## src/rtl/in_buf_sequencer_pkg.sv

```systemverilog
// Shared definitions for the input-buffer sequencer: FSM state encoding,
// sticky error codes and a small sizing helper.
package in_buf_sequencer_pkg;

    typedef enum logic [1:0] {
        ST_IDLE = 2'd0,
        ST_PPS  = 2'd1,
        ST_DATA = 2'd2
    } seq_state_e;

    typedef enum logic [1:0] {
        ERR_NONE       = 2'd0,
        ERR_PPS_BROKEN = 2'd1,
        ERR_EARLY_SOF  = 2'd2,
        ERR_EARLY_PPS  = 2'd3
    } seq_err_e;

    // Width of an index able to address 'words' entries, never narrower than one bit.
    function automatic int idx_width(input int words);
        return (words > 1) ? $clog2(words) : 1;
    endfunction

endpackage

```

## src/rtl/in_buf_sequencer_if.sv

```systemverilog
// Input-buffer read side plus the PPS/slice output stream of the sequencer.
interface in_buf_sequencer_if #(
    parameter int DATA_WIDTH = 256,
    parameter int PPS_WORDS  = 4
);
    logic [DATA_WIDTH-1:0]           in_data;
    logic                            in_valid;
    logic                            in_sof;
    logic                            in_data_is_pps;
    logic                            flush;
    logic [PPS_WORDS*DATA_WIDTH-1:0] pps_data;
    logic                            pps_valid;
    logic [DATA_WIDTH-1:0]           slice_data;
    logic                            slice_valid;
    logic                            slice_sof;
    logic                            frame_done;

    modport master (
        output in_data, in_valid, in_sof, in_data_is_pps,
        input  flush, pps_data, pps_valid, slice_data, slice_valid, slice_sof, frame_done
    );

    modport slave (
        input  in_data, in_valid, in_sof, in_data_is_pps,
        output flush, pps_data, pps_valid, slice_data, slice_valid, slice_sof, frame_done
    );
endinterface

```

## src/rtl/in_buf_sequencer_pps_collector.sv

```systemverilog
// Assembles PPS words by index; publishes the full PPS (word 0 in LSBs) and a
// one-cycle full pulse when the last index is written.
module pps_collector
    import in_buf_sequencer_pkg::*;
#(
    parameter int DATA_WIDTH = 256,
    parameter int PPS_WORDS  = 4,
    parameter int IDX_W      = idx_width(PPS_WORDS)
) (
    input  logic                            clk,
    input  logic                            rst_n,
    input  logic                            wr_en,
    input  logic [IDX_W-1:0]                wr_idx,
    input  logic [DATA_WIDTH-1:0]           word_in,
    output logic [PPS_WORDS*DATA_WIDTH-1:0] pps_data,
    output logic                            full
);
    localparam logic [IDX_W-1:0] LAST_IDX = IDX_W'(PPS_WORDS - 1);

    logic [DATA_WIDTH-1:0]           asm_r [PPS_WORDS];
    logic [PPS_WORDS*DATA_WIDTH-1:0] pps_next_s;
    logic [PPS_WORDS*DATA_WIDTH-1:0] pps_data_r;
    logic                            full_s;
    logic                            full_r;

    assign full_s = wr_en && (wr_idx == LAST_IDX);

    // Image of the completed PPS including the word being written this cycle.
    always_comb begin
        pps_next_s = {(PPS_WORDS*DATA_WIDTH){1'b0}};
        for (int i = 0; i < PPS_WORDS; i++) begin
            if (wr_idx == IDX_W'(i)) begin
                pps_next_s[i*DATA_WIDTH +: DATA_WIDTH] = word_in;
            end else begin
                pps_next_s[i*DATA_WIDTH +: DATA_WIDTH] = asm_r[i];
            end
        end
    end

    // Assembly store and published PPS; the published copy only moves on completion.
    always_ff @(posedge clk or negedge rst_n) begin
        if (!rst_n) begin
            for (int i = 0; i < PPS_WORDS; i++) begin
                asm_r[i] <= {DATA_WIDTH{1'b0}};
            end
            pps_data_r <= {(PPS_WORDS*DATA_WIDTH){1'b0}};
            full_r     <= 1'b0;
        end else begin
            if (wr_en) begin
                asm_r[wr_idx] <= word_in;
            end
            if (full_s) begin
                pps_data_r <= pps_next_s;
            end
            full_r <= full_s;
        end
    end

    assign pps_data = pps_data_r;
    assign full     = full_r;
endmodule

```

## src/rtl/in_buf_sequencer.sv

```systemverilog
// Splits the input buffer stream into a PPS header and the slice words of one
// frame, flagging protocol violations with a sticky error code and a flush.
module in_buf_sequencer
    import in_buf_sequencer_pkg::*;
#(
    parameter int DATA_WIDTH = 256,
    parameter int PPS_WORDS  = 4,
    parameter int CNT_WIDTH  = 24
) (
    input  logic                 clk,
    input  logic                 rst_n,
    input  logic [CNT_WIDTH-1:0] frame_words,
    input  logic                 sw_flush,
    input  logic                 err_clr,
    output logic [1:0]           err,
    output logic                 busy,
    in_buf_sequencer_if.slave    bus
);
    localparam int                   IDX_W    = idx_width(PPS_WORDS);
    localparam logic [IDX_W-1:0]     LAST_IDX = IDX_W'(PPS_WORDS - 1);
    localparam logic [IDX_W-1:0]     IDX_ZERO = IDX_W'(0);
    localparam logic [IDX_W-1:0]     IDX_ONE  = IDX_W'(1);
    localparam logic [CNT_WIDTH-1:0] CNT_ZERO = CNT_WIDTH'(0);
    localparam logic [CNT_WIDTH-1:0] CNT_ONE  = CNT_WIDTH'(1);

    seq_state_e            state_r, state_nx;
    seq_err_e              err_r, err_nx, code_s;
    logic [IDX_W-1:0]      idx_r, idx_nx, wr_idx_s;
    logic [CNT_WIDTH-1:0]  cnt_r, cnt_nx;
    logic                  first_r, first_nx;
    logic                  word_s, pps_store_s, wr_en_s;
    logic                  slice_we_s, slice_sof_s, done_s, flush_s;
    logic                  flush_r, slice_valid_r, slice_sof_r, frame_done_r, busy_r;
    logic [DATA_WIDTH-1:0] slice_data_r;
    logic [PPS_WORDS*DATA_WIDTH-1:0] pps_data_s;
    logic                  pps_full_s;

    // FSM state register.
    always_ff @(posedge clk or negedge rst_n) begin
        if (!rst_n) begin
            state_r <= ST_IDLE;
        end else begin
            state_r <= state_nx;
        end
    end

    // Next state, word routing and error detection; words arriving while flush is high are ignored.
    always_comb begin
        state_nx    = state_r;
        idx_nx      = idx_r;
        cnt_nx      = cnt_r;
        first_nx    = first_r;
        wr_idx_s    = idx_r;
        wr_en_s     = 1'b0;
        pps_store_s = 1'b0;
        slice_we_s  = 1'b0;
        slice_sof_s = 1'b0;
        done_s      = 1'b0;
        flush_s     = 1'b0;
        code_s      = ERR_NONE;
        err_nx      = err_r;
        word_s      = bus.in_valid & ~flush_r;

        if (sw_flush) begin
            flush_s = 1'b1;
        end else if (word_s) begin
            case (state_r)
                ST_IDLE: begin
                    wr_idx_s    = IDX_ZERO;
                    pps_store_s = bus.in_sof & bus.in_data_is_pps;
                end
                ST_PPS: begin
                    if (bus.in_data_is_pps) begin
                        pps_store_s = 1'b1;
                    end else begin
                        code_s = ERR_PPS_BROKEN;
                    end
                end
                ST_DATA: begin
                    if (bus.in_sof) begin
                        code_s = ERR_EARLY_SOF;
                    end else if (bus.in_data_is_pps) begin
                        code_s = ERR_EARLY_PPS;
                    end else begin
                        slice_we_s  = 1'b1;
                        slice_sof_s = first_r;
                        first_nx    = 1'b0;
                        if (cnt_r == CNT_ONE) begin
                            done_s   = 1'b1;
                            state_nx = ST_IDLE;
                            cnt_nx   = CNT_ZERO;
                        end else begin
                            cnt_nx = cnt_r - CNT_ONE;
                        end
                    end
                end
                default: begin
                    flush_s = 1'b1;
                end
            endcase
        end else begin
            state_nx = state_r;
        end

        // A completed PPS samples the frame length; an empty frame ends immediately.
        if (pps_store_s) begin
            wr_en_s = 1'b1;
            if (wr_idx_s == LAST_IDX) begin
                idx_nx   = IDX_ZERO;
                cnt_nx   = frame_words;
                first_nx = 1'b1;
                if (frame_words == CNT_ZERO) begin
                    done_s   = 1'b1;
                    state_nx = ST_IDLE;
                end else begin
                    state_nx = ST_DATA;
                end
            end else begin
                idx_nx   = wr_idx_s + IDX_ONE;
                state_nx = ST_PPS;
            end
        end else begin
            wr_en_s = 1'b0;
        end

        if (flush_s || (code_s != ERR_NONE)) begin
            flush_s  = 1'b1;
            state_nx = ST_IDLE;
            idx_nx   = IDX_ZERO;
            cnt_nx   = CNT_ZERO;
            first_nx = 1'b0;
        end else begin
            flush_s = 1'b0;
        end

        if (err_clr) begin
            err_nx = code_s;
        end else if (err_r != ERR_NONE) begin
            err_nx = err_r;
        end else begin
            err_nx = code_s;
        end
    end

    // Counters, sticky error and registered output strobes.
    always_ff @(posedge clk or negedge rst_n) begin
        if (!rst_n) begin
            idx_r         <= IDX_ZERO;
            cnt_r         <= CNT_ZERO;
            first_r       <= 1'b0;
            err_r         <= ERR_NONE;
            flush_r       <= 1'b0;
            slice_valid_r <= 1'b0;
            slice_sof_r   <= 1'b0;
            frame_done_r  <= 1'b0;
            busy_r        <= 1'b0;
            slice_data_r  <= {DATA_WIDTH{1'b0}};
        end else begin
            idx_r         <= idx_nx;
            cnt_r         <= cnt_nx;
            first_r       <= first_nx;
            err_r         <= err_nx;
            flush_r       <= flush_s;
            slice_valid_r <= slice_we_s;
            slice_sof_r   <= slice_sof_s;
            frame_done_r  <= done_s;
            busy_r        <= (state_nx != ST_IDLE);
            if (slice_we_s) begin
                slice_data_r <= bus.in_data;
            end
        end
    end

    pps_collector #(
        .DATA_WIDTH (DATA_WIDTH),
        .PPS_WORDS  (PPS_WORDS),
        .IDX_W      (IDX_W)
    ) u_pps_collector (
        .clk      (clk),
        .rst_n    (rst_n),
        .wr_en    (wr_en_s),
        .wr_idx   (wr_idx_s),
        .word_in  (bus.in_data),
        .pps_data (pps_data_s),
        .full     (pps_full_s)
    );

    assign bus.flush       = flush_r;
    assign bus.pps_data    = pps_data_s;
    assign bus.pps_valid   = pps_full_s;
    assign bus.slice_data  = slice_data_r;
    assign bus.slice_valid = slice_valid_r;
    assign bus.slice_sof   = slice_sof_r;
    assign bus.frame_done  = frame_done_r;
    assign err             = err_r;
    assign busy            = busy_r;
endmodule

```

## src/flat_wrapper.sv

```systemverilog
// flat-port wrapper written by rule: the top's interface ports become plain ports
module in_buf_sequencer_flat import in_buf_sequencer_pkg::*;
#(
    parameter int DATA_WIDTH = 256,
    parameter int PPS_WORDS  = 4,
    parameter int CNT_WIDTH  = 24
)
  (clk, rst_n, frame_words, sw_flush, err_clr, err, busy, bus_in_data, bus_in_valid, bus_in_sof, bus_in_data_is_pps, bus_flush, bus_pps_data, bus_pps_valid, bus_slice_data, bus_slice_valid, bus_slice_sof, bus_frame_done);
  in_buf_sequencer_if #(.DATA_WIDTH(DATA_WIDTH), .PPS_WORDS(PPS_WORDS)) bus_i ();
  input  logic clk;
  input  logic rst_n;
  input  logic [CNT_WIDTH-1:0] frame_words;
  input  logic sw_flush;
  input  logic err_clr;
  output logic [1:0] err;
  output logic busy;
  input wire logic [$bits(bus_i.in_data)-1:0] bus_in_data;
  input wire logic [$bits(bus_i.in_valid)-1:0] bus_in_valid;
  input wire logic [$bits(bus_i.in_sof)-1:0] bus_in_sof;
  input wire logic [$bits(bus_i.in_data_is_pps)-1:0] bus_in_data_is_pps;
  output wire logic [$bits(bus_i.flush)-1:0] bus_flush;
  output wire logic [$bits(bus_i.pps_data)-1:0] bus_pps_data;
  output wire logic [$bits(bus_i.pps_valid)-1:0] bus_pps_valid;
  output wire logic [$bits(bus_i.slice_data)-1:0] bus_slice_data;
  output wire logic [$bits(bus_i.slice_valid)-1:0] bus_slice_valid;
  output wire logic [$bits(bus_i.slice_sof)-1:0] bus_slice_sof;
  output wire logic [$bits(bus_i.frame_done)-1:0] bus_frame_done;
  assign bus_i.in_data = bus_in_data;
  assign bus_i.in_valid = bus_in_valid;
  assign bus_i.in_sof = bus_in_sof;
  assign bus_i.in_data_is_pps = bus_in_data_is_pps;
  assign bus_flush = bus_i.flush;
  assign bus_pps_data = bus_i.pps_data;
  assign bus_pps_valid = bus_i.pps_valid;
  assign bus_slice_data = bus_i.slice_data;
  assign bus_slice_valid = bus_i.slice_valid;
  assign bus_slice_sof = bus_i.slice_sof;
  assign bus_frame_done = bus_i.frame_done;
  in_buf_sequencer #(.DATA_WIDTH(DATA_WIDTH), .PPS_WORDS(PPS_WORDS), .CNT_WIDTH(CNT_WIDTH)) u_core (.clk(clk), .rst_n(rst_n), .frame_words(frame_words), .sw_flush(sw_flush), .err_clr(err_clr), .err(err), .busy(busy), .bus(bus_i));
endmodule
```

## config.mk

```make
export PLATFORM = sky130hd
export DESIGN_NAME = in_buf_sequencer_flat
export DESIGN_NICKNAME = d
export VERILOG_FILES = /design/src/rtl/in_buf_sequencer_pkg.sv /design/src/rtl/in_buf_sequencer_if.sv /design/src/rtl/in_buf_sequencer_pps_collector.sv /design/src/rtl/in_buf_sequencer.sv /design/src/flat_wrapper.sv
export SDC_FILE = /design/constraint.sdc
export NUM_CORES = 2
export LEC_CHECK = 0
export ABC_CLOCK_PERIOD_IN_PS = 2800
export BUFFER_PORTS_ARGS = -buffer_cell sky130_fd_sc_hd__clkbuf_2
export CELL_PAD_IN_SITES_DETAIL_PLACEMENT = 1
export CELL_PAD_IN_SITES_GLOBAL_PLACEMENT = 1
export CORE_AREA = 2 2 610 612
export DETAILED_ROUTE_END_ITERATION = 7
export DIE_AREA = 0 0 612 614
export PLACE_DENSITY_LB_ADDON = 0.1
export SETUP_SLACK_MARGIN = 0.1
export SYNTH_ARGS = -nofsm -noshare
export SYNTH_HDL_FRONTEND = slang
export SYNTH_SLANG_ARGS = --single-unit
```

## constraint.sdc

```tcl
create_clock -name clk -period 2.8 [get_ports clk]
set_clock_uncertainty 0.1 [all_clocks]
set_input_delay 0.14 -clock clk [delete_from_list [all_inputs] [get_ports clk]]
set_output_delay 0.14 -clock clk [all_outputs]
set_load 0.02 [all_outputs]
```

Word level (Yosys, flattened, before mapping)
Index checks and enable logic that the tools add are counted.

Bits in registers: 2341. Bits of input ports: 287. Logic and storage cells: 119.

Add/subtract/negate cells: 2. Order comparisons: 2. Eq/ne operators: 7. Muxes and demuxes: 76. Bitwise gates (word level): 4. Reduce and logical (&&, ||, !) cells: 11.

Operator list (count): 256-bit two-way mux (5); 1024-bit bitwise mux (1); 256-bit demux with 2-bit select (1); 24-bit two-way mux (9); 2-bit two-way mux (22); 1-bit two-way mux (36); 24-bit by 1-bit == test with 1-bit output, second input constant (1); 24-bit zero test (1); 24-bit by 1-bit subtractor with 24-bit output, second input constant (1); 2-bit nonzero test (4); 2-bit == test, second input constant (3); 2-bit by 1-bit == test with 1-bit output, second input constant (2); 2-bit zero test (2); 2-bit case mux with 2 select lines (1); 3-bit >= comparator, second input constant (1); 3-bit by 1-bit < comparator with 1-bit output, second input constant (1); 2-bit NOT with 3-bit output (1); 3-bit OR reduction (1); 2-bit by 1-bit adder with 2-bit output, second input constant (1); 1-bit bitwise AND (2); 1-bit logical AND (2); 2-bit != test, second input constant (1); 1-bit case mux with 2 select lines (1); 1-bit logical OR (1); 1-bit NOT (1).

Longest topological paths before layout
Depth in word-level cells: 10. Mapped depth: 14.

Hierarchy
Synthesis repeated with hierarchy kept, for this count alone.

Cell total of the unflattened synthesis: 5153. Area total of the unflattened synthesis: 77969.8 um^2.

Modules (own cells, without submodules): pps_collector (instances 1, cells each 3791, area an instance 66092.1 um^2); in_buf_sequencer (instances 1, cells each 1362, area an instance 11877.6 um^2).

Worst setup path after synthesis
No wires, ideal clock.

Kind: flip-flop to flip-flop. Start point: register u_core.flush_r, in the netlist u_core.bus.flush. End point: register u_core.u_pps_collector.pps_data_r[16], in the netlist u_core.u_pps_collector.pps_data[16]. Setup time: 133 ps. Arrival: 2409 ps. Required time: 2567 ps. Setup slack: 158 ps. Stages on the path, launching flop included: 11. Path buffers: 3. Period minus slack after synthesis: 2642 ps. Path through: dfrtp_1 > nor3b_4 > nand2_1 > and2_1 > inv_1 > ha_1 > clkbuf_1 > clkbuf_1 > clkbuf_1 > mux2i_1 > o21ai_0.

Word-level cells in the longest chain between the ends: 6.

RTL lines: from (decl) (RTL line in_buf_sequencer.sv:33) `logic flush_r, slice_valid_r, slice_sof_r, frame_done_r, busy_r;`; from (signal assigned) (RTL line in_buf_sequencer.sv:163) `flush_r <= flush_s;`; 1-bit NOT * (RTL line in_buf_sequencer.sv:62) `word_s = bus.in_valid & ~flush_r;`; 1-bit bitwise AND * (RTL line in_buf_sequencer.sv:62); 2-bit two-way mux / 1-bit two-way mux (equally long branches) (RTL line in_buf_sequencer.sv:66) `end else if (word_s) begin`; 2-bit two-way mux / 1-bit two-way mux (equally long branches) (RTL line in_buf_sequencer.sv:64) `if (sw_flush) begin`; 2-bit zero test (tied with other cells) (RTL line in_buf_sequencer_pps_collector.sv:32) `if (wr_idx == IDX_W'(i)) begin`; 256-bit two-way mux / 1-bit logical AND (equally long branches) (RTL line in_buf_sequencer_pps_collector.sv:32, in_buf_sequencer_pps_collector.sv:26); to (signal assigned) (RTL line in_buf_sequencer_pps_collector.sv:46) `pps_data_r <= {(PPS_WORDS*DATA_WIDTH){1'b0}};`; to (signal assigned) (RTL line in_buf_sequencer_pps_collector.sv:53) `pps_data_r <= pps_next_s;`; to (decl) (RTL line in_buf_sequencer_pps_collector.sv:22) `logic [PPS_WORDS*DATA_WIDTH-1:0] pps_data_r;`.

Mark *: on every way between the ends. The rest lies on a longest branch, timed or not. A chain may end at the register's enable or synchronous reset.

Worst setup path in the final report
Start point: register u_core.flush_r, in the netlist u_core.bus.flush. End point: register u_core.u_pps_collector.asm_r[461] (netlist bit).

Word-level cells in the longest chain between the ends: 10.

RTL lines: 1-bit NOT * (RTL line in_buf_sequencer.sv:62); 1-bit bitwise AND * (RTL line in_buf_sequencer.sv:62); 2-bit two-way mux (RTL line in_buf_sequencer.sv:66); 2-bit two-way mux (RTL line in_buf_sequencer.sv:64); 2-bit NOT with 3-bit output (not written as such) (RTL line in_buf_sequencer_pps_collector.sv:50) `asm_r[wr_idx] <= word_in;`; 3-bit >= comparator (not written as such) / 3-bit by 1-bit < comparator with 1-bit output (equally long branches) (RTL line in_buf_sequencer_pps_collector.sv:50); 1-bit logical AND (not written as such) (RTL line in_buf_sequencer_pps_collector.sv:50); 256-bit two-way mux (not written as such) (RTL line in_buf_sequencer_pps_collector.sv:50); 256-bit demux with 2-bit select (RTL line in_buf_sequencer_pps_collector.sv:50); 1024-bit bitwise mux (RTL line in_buf_sequencer_pps_collector.sv:50); to (signal, indexed assignment) (RTL line in_buf_sequencer_pps_collector.sv:44) `asm_r[i] <= {DATA_WIDTH{1'b0}};`; to (signal, indexed assignment) (RTL line in_buf_sequencer_pps_collector.sv:50); to (decl) (RTL line in_buf_sequencer_pps_collector.sv:20) `logic [DATA_WIDTH-1:0] asm_r [PPS_WORDS];`.

Marked as above.

==> metrics <==
CP arrival 3.25 ns; grt ovf 0; Setup Crit Path Kind flip-flop to flip-flop; final hold vios 0; Post-Route Setup TNS 0 ns; Rel. slew slack 49.9%; Initial DRT Pass Iterations 5; Synth Cell Area 0.0845 mm^2; Ports 1575; CTS tree done; placement-stage cell area 0.101 mm^2; initial antenna violation count 13; core area 0.370 mm^2; most common cell in the netlist nand2_1; sequential element share of the synthesized area 61.8%; Rows 224; number of global-route vias before repair 67900; synth top area cells dfrtp_1, nand2_1, mux2_2; worst path cell trace nor3b_4 -> nand2_1 -> and2_1 -> buf_4 -> ha_4 -> nand2_4 -> buf_16 -> buf_4 -> mux2_2; ys async rst share 100%; status finished clean; CTS clk-pin slew, worst paths 0.06 ns; Crit path largest cell delay 0.44 ns; Comb pwr share 6.0%; crit-path max FO 29; part of the cycle the worst path needs 92.4%; syn nets 7681; met3 WL post-DR 22300 um; total detailed-routing wirelength 373000 um; total number of yosys warnings 0; Final WS setup 0.213 ns; PnR Total Power 70900 uW; Clock Latency Late Sink 0.91 ns; input/output buffers 1574; area of the multi-input gates 0.0302 mm^2; commonest register cell after synthesis dfrtp_1; number of buffers on the longest clock path 4; sequential share of power 44.9%; cell count after placement 13800; syn_area_per_cell 11.4 um^2; DP HPWL 274000 um; Detailed Route Iter0 Violations 2972; Vias/cell 4.32; Post-synth top cells nand2_1, dfrtp_1, mux2i_1; post-route ant nets 0; global-route wire length before repair 529000 um; Post-synth EDFFs 0; Pins Over Slew Limit 0; most used cell, CP buf_4; Seq cells post-synth 2085; Worst Hold Class primary input to async pin; internal power 53500 uW; die area 0.376 mm^2; RSZ-0062 raised after global routing yes; setup violators final 0; layout cells sized above 1 32.4%; drt wl/cell 25.4 um; post-synth top area share 61.8%; CTS Buf Count 270; met2 WL 184000 um; fin area 0.114 mm^2; Distinct cells, synth 50; fin cells 14700; area grow syn2layout 34.6%; uppermost routed layer met5; largest net degree at the start of global routing 92; worst path required time 3.46 ns; Root Buffer clkbuf_16; Max Cap Viol 0; Max IR drop VDD 0.422 mV; Fmax 387 MHz; H-tree depth 5; die height 614 um; DRC 0; WP buf/inv 3; fin nets 9792; initial core utilization 22.8%; Worst setup SP type flip-flop; CP endpoint kind flip-flop; CP top delay family simple AND/OR/NAND/NOR gates; Clock Power Share 49.0%; Final Critical Period 2.59 ns; Worst-Margin Slew 0.752 ns; GRT Util Overall 19.4%; GP Congestion 0.802; number of fill cells in the layout 41200; routed via count 63500; register area 0.0522 mm^2; post-synth top area cell dfrtp_1; NetSw 17400 uW; static leakage 0.0578 uW; dpl ws 0.0890 ns; Sw Share 24.5%; pwr/cell area 623 mW/mm^2; Die Wd 612 um; CP max-delay cell dfrtp_1; clock tree sinks 2085; met1 wire length 153000 um; Syn Inst Count 7384
worst register-to-register path: stages, from the launching register on:
cell and delay (ns):
dfrtp_1 0.44, nor3b_4 0.25, nand2_1 0.10, and2_1 0.21
buf_4 0.15, ha_4 0.18, nand2_4 0.13, buf_16 0.25
buf_4 0.31, mux2_2 0.34
registers in the layout (all words and copies together), names as in the netlist:
register                         cells
u_core.u_pps_collector.asm_r       768
u_core.u_pps_collector.full          1
u_core.bus.slice_sof                 1
u_core.first_r                       1
u_core.state_r                       2
u_core.u_pps_collector.pps_data   1024
u_core.idx_r                         2
u_core.bus.slice_data              256
u_core.err                           2
u_core.busy                          1
u_core.bus.slice_valid               1
u_core.cnt_r                        24
u_core.bus.frame_done                1
u_core.bus.flush                     1
layer usage:
layer | global-route usage (%) | vias up
li1 | - | 29000
met1 | 23.2 | 32600
met2 | 33.6 | 1342
met3 | 5.12 | 450
met4 | 6.72 | 6
met5 | 0 | -
final timing paths:
path	from	endpoint	slack, ns	cells after the start
max	u_core.bus.flush	u_core.u_pps_collector.asm_r[461]	0.21	9
min	rst_n	u_core.cnt_r[17]	0.05	3
max reg2reg	u_core.bus.flush	u_core.u_pps_collector.asm_r[461]	0.21	9
min reg2reg	u_core.bus.slice_data[214]	u_core.bus.slice_data[214]	0.37	2
max in group asynchronous	rst_n	u_core.bus.slice_data[118]	1.64	5
min in group clk	bus_in_data[59]	u_core.u_pps_collector.asm_r[827]	0.07	3
timing repair:
item / 4_1_cts / 5_1_grt
setup buffers: 3 / 5
hold buffers: 364 / 0
endpoints found under the setup margin: 11 / 237
cloned: 0 / 0
pin swaps: 0 / 1
resized for setup: 1 / 11
hold endpoints to repair: 4026 / 0
layout by cell type, fill, tap and decap left out, types with 12 or more instances in the layout:
cell type,instances
inv_6,13
clkbuf_8,62
nor4_1,12
dfrtp_1,2085
o21ai_1,168
a211oi_1,14
nand3_1,12
mux2_2,768
buf_4,214
clkbuf_1,72
clkbuf_2,1573
mux2i_1,767
dlygate4sd3_1,363
clkinv_2,35
o21ai_0,610
nor3_1,17
nor2_1,41
buf_12,151
clkbuf_16,272
nand2_1,2319
cells by family (layout without fill, tap and decap cells):
family / count (synthesis) / count (layout) / synth area share, %
buffers and inverters: 480 / 2797 / 2.56
AO/OA/AOI/OAI: 825 / 825 / 5.01
other: 0 / 6 / 0
flip-flops: 2085 / 2085 / 61.8
multiplexers: 1537 / 1537 / 19.3
XOR/XNOR: 8 / 8 / 0.0829
adder cells (fa/ha/maj): 10 / 10 / 0.148
AND/OR/NAND/NOR: 2439 / 2439 / 11.1
power by group through the flow:
stage / clock [uW] / combinational, uW / sequential, uW
floorplan: 0 / 1650 / 32200
global placement: 0 / 3910 / 32300
detailed placement: 0 / 4000 / 32400
CTS: 36100 / 4430 / 31800
global route: 37300 / 4700 / 32000
finish: 34800 / 4270 / 31800
layout make-up:
type                    count  share of cell area (%)
inverters                  11                  0.0539
multi-input cells        4819                    26.6
clock buffers             406                    6.97
well taps                4972                    5.47
diodes                      6                  0.0132
flip-flops and latches   2085                    45.9
clock inverters            72                   0.687
repair buffers           2308                    14.3
through the flow:
stage	hold WS, ns	utilization [%]
after floorplan	-0.256	-
after global placement	0.0457	27.3
after detailed placement	0.0500	27.3
after CTS	0.000440	30.7
after global routing	0.0251	30.7
final	0.0511	30.7
(Power assumes the default switching activity.)
